===== src/rtl/varlat_bank_arb_resp_demux_if.sv =====
// rtl/varlat_bank_arb_resp_demux_if.sv - master-side and bank-side bus bundle for one bank arbiter
//
// Purpose: groups the per-master request/grant/response lines and the single
//          bank port so the arbiter takes one bus port.
// Signals:
//   req        [NumIn]                    request per master
//   data       [NumIn][ReqDataWidth]      request payload per master
//   gnt        [NumIn]                    grant per master (onehot0)
//   vld        [NumIn]                    response valid per master (onehot0)
//   rdata      [NumIn][RespDataWidth]     response payload per master
//   bank_req                              request to bank
//   bank_data  [ReqDataWidth]             payload to bank
//   bank_gnt                              bank accepts request
//   bank_vld                              bank response valid (in request order)
//   bank_rdata [RespDataWidth]            bank response payload
// Modports: slave = arbiter view, master = masters + bank model view.

interface varlat_bank_arb_resp_demux_if #(
    parameter int unsigned NumIn         = 4,
    parameter int unsigned ReqDataWidth  = 32,
    parameter int unsigned RespDataWidth = 32
);
    logic [NumIn-1:0]                    req;
    logic [NumIn-1:0][ReqDataWidth-1:0]  data;
    logic [NumIn-1:0]                    gnt;
    logic [NumIn-1:0]                    vld;
    logic [NumIn-1:0][RespDataWidth-1:0] rdata;
    logic                                bank_req;
    logic [ReqDataWidth-1:0]             bank_data;
    logic                                bank_gnt;
    logic                                bank_vld;
    logic [RespDataWidth-1:0]            bank_rdata;

    modport slave (
        input  req, data, bank_gnt, bank_vld, bank_rdata,
        output gnt, vld, rdata, bank_req, bank_data
    );

    modport master (
        output req, data, bank_gnt, bank_vld, bank_rdata,
        input  gnt, vld, rdata, bank_req, bank_data
    );
endinterface


===== src/rtl/varlat_bank_arb_resp_demux.sv =====
// rtl/varlat_bank_arb_resp_demux.sv - round-robin bank arbiter with in-order response demux
//
// Purpose: arbitrates NumIn master requests onto one bank port (round-robin,
//          same-cycle grant), remembers each granted master in an in-order ID
//          FIFO and steers bank responses back to the issuing master.
// Ports:
//   clk_i   clock
//   rst_ni  asynchronous reset, active-low
//   bus     slave view of the master/bank bus bundle
//   idle_o  1 when no transaction is outstanding

module varlat_bank_arb_resp_demux #(
    parameter int unsigned NumIn          = 4,
    parameter int unsigned ReqDataWidth   = 32,
    parameter int unsigned RespDataWidth  = 32,
    parameter int unsigned MaxOutstanding = 2
) (
    input  logic                          clk_i,
    input  logic                          rst_ni,
    varlat_bank_arb_resp_demux_if.slave   bus,
    output logic                          idle_o
);
    localparam int unsigned IdxW = (NumIn > 1) ? $clog2(NumIn) : 1;
    localparam int unsigned PtrW = (MaxOutstanding > 1) ? $clog2(MaxOutstanding) : 1;
    localparam int unsigned CntW = $clog2(MaxOutstanding + 1);

    if (NumIn < 1) begin : g_bad_numin
        $fatal(1, "NumIn must be at least 1");
    end
    if (MaxOutstanding < 1) begin : g_bad_maxout
        $fatal(1, "MaxOutstanding must be at least 1");
    end

    logic [IdxW-1:0] rr_q, rr_d;
    logic [PtrW-1:0] wr_q, wr_d, rd_q, rd_d;
    logic [CntW-1:0] cnt_q, cnt_d;
    logic [IdxW-1:0] fifo_q [MaxOutstanding];

    logic [IdxW-1:0] winner;
    logic [IdxW-1:0] head;
    logic            full;
    logic            hs;
    logic            pop;

    // Scan starting at rr_q; with no request the winner stays rr_q so data
    // still has a defined source.
    always_comb begin
        logic found;
        winner = rr_q;
        found  = 1'b0;
        for (int i = 0; i < int'(NumIn); i++) begin
            if (!found && bus.req[(int'(rr_q) + i) % int'(NumIn)]) begin
                winner = IdxW'((int'(rr_q) + i) % int'(NumIn));
                found  = 1'b1;
            end
        end
    end

    // A full FIFO blocks issue even when a response pops this same cycle.
    assign full         = (cnt_q == CntW'(MaxOutstanding));
    assign bus.bank_req = (|bus.req) & ~full;
    assign hs           = bus.bank_req & bus.bank_gnt;
    assign bus.bank_data = bus.data[winner];

    assign head   = fifo_q[rd_q];
    assign pop    = bus.bank_vld & (cnt_q != '0);
    assign idle_o = (cnt_q == '0);

    always_comb begin
        bus.gnt   = '0;
        bus.vld   = '0;
        bus.rdata = '0;
        for (int k = 0; k < int'(NumIn); k++) begin
            bus.gnt[k]   = hs  && (winner == IdxW'(k));
            bus.vld[k]   = pop && (head == IdxW'(k));
            bus.rdata[k] = bus.bank_rdata;
        end
    end

    // Pointer wrap is explicit so non-power-of-2 depths work.
    always_comb begin
        rr_d  = rr_q;
        wr_d  = wr_q;
        rd_d  = rd_q;
        cnt_d = cnt_q;
        if (hs) begin
            rr_d = (winner == IdxW'(NumIn - 1)) ? '0 : winner + 1'b1;
            wr_d = (wr_q == PtrW'(MaxOutstanding - 1)) ? '0 : wr_q + 1'b1;
        end
        if (pop) begin
            rd_d = (rd_q == PtrW'(MaxOutstanding - 1)) ? '0 : rd_q + 1'b1;
        end
        case ({hs, pop})
            2'b10:   cnt_d = cnt_q + 1'b1;
            2'b01:   cnt_d = cnt_q - 1'b1;
            default: cnt_d = cnt_q;
        endcase
    end

    always_ff @(posedge clk_i or negedge rst_ni) begin
        if (!rst_ni) begin
            rr_q  <= '0;
            wr_q  <= '0;
            rd_q  <= '0;
            cnt_q <= '0;
        end else begin
            rr_q  <= rr_d;
            wr_q  <= wr_d;
            rd_q  <= rd_d;
            cnt_q <= cnt_d;
        end
    end

    // Entries are only read while cnt_q says they are valid, so no reset.
    always_ff @(posedge clk_i) begin
        if (hs) begin
            fifo_q[wr_q] <= winner;
        end
    end

`ifndef SYNTHESIS
    always_ff @(posedge clk_i) begin
        if (rst_ni) begin
            assert ($onehot0(bus.gnt)) else $error("gnt_o not onehot0");
            assert ($onehot0(bus.vld)) else $error("vld_o not onehot0");
            assert (cnt_q <= CntW'(MaxOutstanding)) else $error("ID FIFO count overflow");
            // Protocol error by the bank, not by this block: reported, not fatal.
            assert (!(bus.bank_vld && cnt_q == '0))
                else $warning("protocol error: bank vld_i with no outstanding transaction");
        end
    end
`endif
endmodule

===== src/flat_wrapper.sv =====
// flat-port wrapper written by rule: the top's interface ports become plain ports
module varlat_bank_arb_resp_demux_flat 
#(
    parameter int unsigned NumIn          = 4,
    parameter int unsigned ReqDataWidth   = 32,
    parameter int unsigned RespDataWidth  = 32,
    parameter int unsigned MaxOutstanding = 2
)
  (clk_i, rst_ni, idle_o, bus_req, bus_data, bus_bank_gnt, bus_bank_vld, bus_bank_rdata, bus_gnt, bus_vld, bus_rdata, bus_bank_req, bus_bank_data);
  varlat_bank_arb_resp_demux_if #(.NumIn(NumIn), .ReqDataWidth(ReqDataWidth), .RespDataWidth(RespDataWidth)) bus_i ();
  input  logic clk_i;
  input  logic rst_ni;
  output logic idle_o;
  input wire logic [$bits(bus_i.req)-1:0] bus_req;
  input wire logic [$bits(bus_i.data)-1:0] bus_data;
  input wire logic [$bits(bus_i.bank_gnt)-1:0] bus_bank_gnt;
  input wire logic [$bits(bus_i.bank_vld)-1:0] bus_bank_vld;
  input wire logic [$bits(bus_i.bank_rdata)-1:0] bus_bank_rdata;
  output wire logic [$bits(bus_i.gnt)-1:0] bus_gnt;
  output wire logic [$bits(bus_i.vld)-1:0] bus_vld;
  output wire logic [$bits(bus_i.rdata)-1:0] bus_rdata;
  output wire logic [$bits(bus_i.bank_req)-1:0] bus_bank_req;
  output wire logic [$bits(bus_i.bank_data)-1:0] bus_bank_data;
  assign bus_i.req = bus_req;
  assign bus_i.data = bus_data;
  assign bus_i.bank_gnt = bus_bank_gnt;
  assign bus_i.bank_vld = bus_bank_vld;
  assign bus_i.bank_rdata = bus_bank_rdata;
  assign bus_gnt = bus_i.gnt;
  assign bus_vld = bus_i.vld;
  assign bus_rdata = bus_i.rdata;
  assign bus_bank_req = bus_i.bank_req;
  assign bus_bank_data = bus_i.bank_data;
  varlat_bank_arb_resp_demux #(.NumIn(NumIn), .ReqDataWidth(ReqDataWidth), .RespDataWidth(RespDataWidth), .MaxOutstanding(MaxOutstanding)) u_core (.clk_i(clk_i), .rst_ni(rst_ni), .bus(bus_i), .idle_o(idle_o));
endmodule

===== config.mk =====
export PLATFORM = sky130hd
export DESIGN_NAME = varlat_bank_arb_resp_demux_flat
export DESIGN_NICKNAME = d
export VERILOG_FILES = /design/src/rtl/varlat_bank_arb_resp_demux_if.sv /design/src/rtl/varlat_bank_arb_resp_demux.sv /design/src/flat_wrapper.sv
export SDC_FILE = /design/constraint.sdc
export NUM_CORES = 1
export LEC_CHECK = 0
export BUFFER_PORTS_ARGS = -buffer_cell sky130_fd_sc_hd__buf_2
export CAP_MARGIN = 20
export CORE_AREA = 5 5 128 130
export DETAILED_ROUTE_END_ITERATION = 8
export DIE_AREA = 0 0 133 135
export MAX_ROUTING_LAYER = met4
export PLACE_DENSITY_LB_ADDON = 0.1
export SYNTH_ARGS = -nofsm -noshare
export SYNTH_HDL_FRONTEND = slang
export SYNTH_SLANG_ARGS = --single-unit

===== constraint.sdc =====
create_clock -name clk_i -period 4.8 [get_ports clk_i]
set_input_delay 0.72 -clock clk_i [delete_from_list [all_inputs] [get_ports clk_i]]
set_output_delay 0.72 -clock clk_i [all_outputs]
set_load 0.05 [all_outputs]

Word level (Yosys, flattened, before mapping). Memory sizes are Yosys's and may differ from the RTL's. Cells that the tools add are included. Widths: inputs -> output; s select.

$add $sub $neg: 8. $lt $le $gt $ge: 5. Equality and inequality tests: 9. Mux-type cells: 25. Bitwise gates (word level): 7. Reduce and logical (&&, ||, !) cells: 23.

Operator list (count): $bmux 32 s2 (1); $mux 32 (1); $mux 1 (14); $eq 2x2->1 const B (6); $lt 3x4->1 const B (3); $logic_and 1x1->1 (11); $bmux 1 s2 (4); $mux 2 (4); $add 2x1->2 const B (3); $eq 2x1->1 const B (3); $logic_not 2->1 (3); $lt 2x3->1 const B (2); $reduce_or 2->1 (3); $add 2x2->2 const B (2); $pmux 2 s2 (1); $reduce_bool 2->1 (2); $reduce_or 4->1 (1); $and 1x1->1 (3); $and 1x1->1 const A (3); $logic_not 1->1 (3); $add 1x1->1 const B (2); $sub 2x1->2 const B (1); $not 1->1 (1).

Bits in registers: 6. Memory bits (writable): 4. Input port bits: 168. Word-level logic and storage cells: 82. Memories kept: 1.

Memories: u_core.fifo_q (words 2, bits a word 2, read ports 1, clocked after memory_dff 0, wr ports 1, RTL line varlat_bank_arb_resp_demux.sv:37) `logic [IdxW-1:0] fifo_q [MaxOutstanding];`.

Depth between registers and ports, before layout.
Depth after elaboration: 16. Mapped depth: 9. Gate-level depth less buffers: 8.

Least setup slack after synthesis. Ideal clock, no wire load.

Path kind: input to output. From: input port bus_req[3]. To: output port bus_gnt[1]. Arrival: 2.735 ns. Data required time: 4.080 ns. Path slack: 1.345 ns. Stages on the path: 6. Path buffers: 1. Path through: buf_6 -> nor4_1 -> a21oi_1 -> and2_1 -> nand2_1 -> nor2_1.

Elaborated cells between the ends (all ways): 28. Those cells by class: eq/ne: 1; mux: 17; bitwise: 2; reduce/logical: 8.

RTL lines: from (decl) (RTL line flat_wrapper.sv:14) `input wire logic [$bits(bus_i.req)-1:0] bus_req;`; $reduce_or 4->1 (RTL line varlat_bank_arb_resp_demux.sv:61) `assign bus.bank_req = (|bus.req) & ~full;`; $and 1x1->1 (RTL line varlat_bank_arb_resp_demux.sv:61); named net bus_bank_req (RTL line flat_wrapper.sv:22) `output wire logic [$bits(bus_i.bank_req)-1:0] bus_bank_req;`; $and 1x1->1 (RTL line varlat_bank_arb_resp_demux.sv:62) `assign hs = bus.bank_req & bus.bank_gnt;`; $logic_and 1x1->1 (RTL line varlat_bank_arb_resp_demux.sv:74) `bus.gnt[k] = hs && (winner == IdxW'(k));`; to (decl) (RTL line flat_wrapper.sv:19) `output wire logic [$bits(bus_i.gnt)-1:0] bus_gnt;`.

The timed path passes the listed nets, and every way through them passes these cells. The select of a mux whose other input is x is not followed.

Final worst setup path.
From: input port bus_req[2]. To: output port bus_bank_data[25].

Longest elaborated chain between the ends: 14. Elaborated cells between the ends (all ways): 25. Those cells by class: mux: 19; reduce/logical: 6.

Ends and longest elaborated chain: $bmux 1 s2 (RTL line varlat_bank_arb_resp_demux.sv:52) `if (!found && bus.req[(int'(rr_q) + i) % int'(NumIn)]) begin`; $mux 1 (not written as such) (RTL line varlat_bank_arb_resp_demux.sv:52); $mux 1 (RTL line varlat_bank_arb_resp_demux.sv:52); $logic_not 1->1 (RTL line varlat_bank_arb_resp_demux.sv:52); $logic_and 1x1->1 (RTL line varlat_bank_arb_resp_demux.sv:52); $mux 1 (RTL line varlat_bank_arb_resp_demux.sv:52); $logic_not 1->1 (RTL line varlat_bank_arb_resp_demux.sv:52); $logic_and 1x1->1 (RTL line varlat_bank_arb_resp_demux.sv:52); $mux 1 (RTL line varlat_bank_arb_resp_demux.sv:52); $logic_not 1->1 (RTL line varlat_bank_arb_resp_demux.sv:52); $logic_and 1x1->1 (RTL line varlat_bank_arb_resp_demux.sv:52); $mux 2 (*) (RTL line varlat_bank_arb_resp_demux.sv:52); $bmux 32 s2 (*) (RTL line varlat_bank_arb_resp_demux.sv:63) `assign bus.bank_data = bus.data[winner];`; $mux 32 (not written as such) (*) (RTL line varlat_bank_arb_resp_demux.sv:63); to (decl) (RTL line flat_wrapper.sv:23) `output wire logic [$bits(bus_i.bank_data)-1:0] bus_bank_data;`.

Mark *: on every way between the ends. The rest lies on a longest branch, timed or not. The select of a mux whose other input is x is not followed.

==> impl_results.md <==
- Outcome: complete, no violations
- Critical Path RT: 4080 ps
- Worst r2r path cells: 5
- R2R Setup Slk: 2840 ps
- Critical-path maximum fanout: 66
- Setup crit start: bus_req[2]
- DP HPWL: 7.26 mm
- Routed via count: 2572
- TNS Setup: 0 ps
- Setup bufs post-CTS: 0
- Layout cell share with drive strength beyond 1: between 40% and 50%
- Final core occ: 18.2%
- Pre-CTS setup slack: 1120 ps
- DR WL/cell: 14.5 um
- Final Setup Violations: 0
- Wirelength, routed: between 8 and 9 mm
- Worst EP arrival: 3010 ps
- HP Class: primary input to async pin
- Final min period: 3730 ps
- Mux contribution to synthesized area: 0%
- Setup ws final: ~1100 ps
- Core area: 15000 sq um
- Xor-xnor portion of the synthesized cell area: about 1.7%
- Max-slew violations: 0
- Syn Nets: 559
- Initial core utilization: 17.3%
- Final ANT Viol Nets: 0
- Post-synthesis compound-gate area fraction: approximately 22%
- Hold-fix buffers, CTS: 0
- Root buf cell: clkbuf_16
- Global-route wire length before repair: ~13 mm
- I/O pin count: approximately 340
- RSZ-0062 raised after global routing: false
- Crit. End Element: output pin
- Die Y: 135 um
- Final nets: 593
- Largest family of logic cells by synthesized area: buffers and inverters
- Sequential share of the synthesized area: between 10% and 20%
- Worst reg2reg path startpoint: u_core.rr_q[1]$_DFFE_PN0P_
- Yosys cell types: 35
- Final Cycle Share: between 70 and 80%
- CTS tree: yes
- Initial antenna violation count: 0
- Port bufs: 177
- Iter 0 DRT Violations: around 120
- Kind of critical path: primary input to output pin
- Mean post-synth cell area: 6.69 sq um
- PD cells: 725 nW/um^2
- Die span in x: ~130 um
- Clock Skew: 1.75 ps
- Number of max-cap violations: 0
- Remaining DRCs: 0
- R2R Path End: u_core.fifo_q[1][1]$_DFFE_PP_
- Post-synthesis simple-gate area fraction: 21.4%
- Vias per cell: 4.21
- Layout area overhead: 4.94%
- Yosys top cell area share: 36.9%
- Cell taking the most area after synthesis: buf_4
- FP Rows: 45
- Seq cells post-synth: 10
- LEAKAGE: 1.35 nW
- Max Root-Sink Buffers: 2
- Final Hold Viols: 0
- Worst-skew pair later-pin latency: 230 ps
- Worst-Margin Slew: between 600 and 700 ps
- Die area: 18000 sq um
- Vias in the first global route: 2496
- VDD IR-drop max: 0.234 mV
- Fmax: 268 MHz
- Power Total: 1.98 mW
- GRT Resource Usage Total: 8.97%
- CP Launch Type: primary input
- Cells after Synth: 390
- Synthesized cell area: 2610 sq um
- CTS sink count: 10
- Largest cells by area after synthesis: buf_4 (37%), nand2_1 (14%), a32oi_1 (11%), a21oi_1 (7.1%), dfrtp_1 (5.8%)
- Placer congestion estimate: 0.770
- Syn. warnings: 0
- Largest net degree at the start of global routing: 67
- Clock transition at the registers of the reported paths: 40 ps
- Total gr overflow: 0
- Post_cts resized: 0
- Diode count: 0
- Relative slew slack: 53.6%
- CTS buffer count: 3
- H-tree levels: 1
- Final non-filler cell total: 611
- Area share of fa/ha/maj cells after synthesis: 0.480%
- DP Cell Count: 607
- Drt first pass iters: 4
## synthesized netlist by cell type
cell,instances
nor2b_1,3
nor2_8,1
nor3_1,2
buf_6,3
buf_1,1
a21oi_1,37
a2bb2oi_1,2
buf_2,10
clkbuf_1,6
ha_1,1
buf_4,128
nand3_1,1
nand2b_1,1
nor4_1,1
and3_1,1
dfrtp_1,6
nand3b_1,3
o221ai_1,2
inv_2,1
xor2_1,1
nor2_1,16
and4b_4,1
buf_8,4
a21o_1,1
and2_1,1
o21a_1,2
o32a_1,1
o21ai_1,1
xnor2_1,4
inv_1,6
a32oi_1,33
or3_1,1
edfxtp_1,4
nand2_1,100
o21ai_0,4
## how the worst max path moves through the flow
stage          slack, ps                 to
6_report            1070  bus_bank_data[25]
5_1_grt              990  bus_bank_data[25]
4_1_cts             1120  bus_bank_data[25]
3_5_place_dp        1120  bus_bank_data[25]
3_3_place_gp        1130  bus_bank_data[25]
2_1_floorplan       1340         bus_gnt[1]
## cell families after synthesis
family / Yosys count
adder cells (fa/ha/maj): 1
AND/OR/NAND/NOR: 132
buffers and inverters: 159
AO/OA/AOI/OAI: 83
XOR/XNOR: 5
flip-flops: 10
## sequential cells by signal (all words and copies together), names as in the netlist
name	cells
u_core.fifo_q	4
u_core.wr_q	1
u_core.rr_q	2
u_core.rd_q	1
u_core.cnt_q	2
## routing by layer
layer  wire, um  track usage [%]
met1       3470             10.2
met4         66             1.50
met2       4340             15.5
met5          0                -
met3        979             3.13
## cell usage in the layout (no fill, tap or decap), types with 4 or more instances in the layout
cell type and n:
inv_1 6, o21ai_0 4, edfxtp_1 4, nand2_1 100
dfrtp_1 6, buf_2 177, a32oi_1 33, xnor2_1 4
nor2_1 16, a21oi_1 37
## critical path: stages
cell and delay, ps:
buf_2 140, or3_1 370, and4b_4 240, nor2_8 110, buf_4 560, a21oi_1 210
a32oi_1 290, buf_2 320
## metrics by stage
step / hold WS, ps / instance area (sq um)
floorplan: 424 / 2610
global placement: 494 / 2660
detailed placement: 485 / 2660
CTS: 316 / 2740
global route: 314 / 2740
finish: 308 / 2740
## layout make-up
class	instances	area, sq um
fill	1745	12300
tap	188	235
clock buffer	3	75.1
multi-input combinational	221	1200
inverter	7	26.3
sequential	10	270
timing repair buffer	181	928
clock inverter	1	3.75
## power by group
part	total [mW]	internal (mW)	switching, mW
Combinational	1.65	0.425	1.22
Sequential	0.190	0.133	0.0574
Clock	0.145	0.109	0.0360
Total	1.98	0.666	1.32
Power figures use the tool's default switching activity.
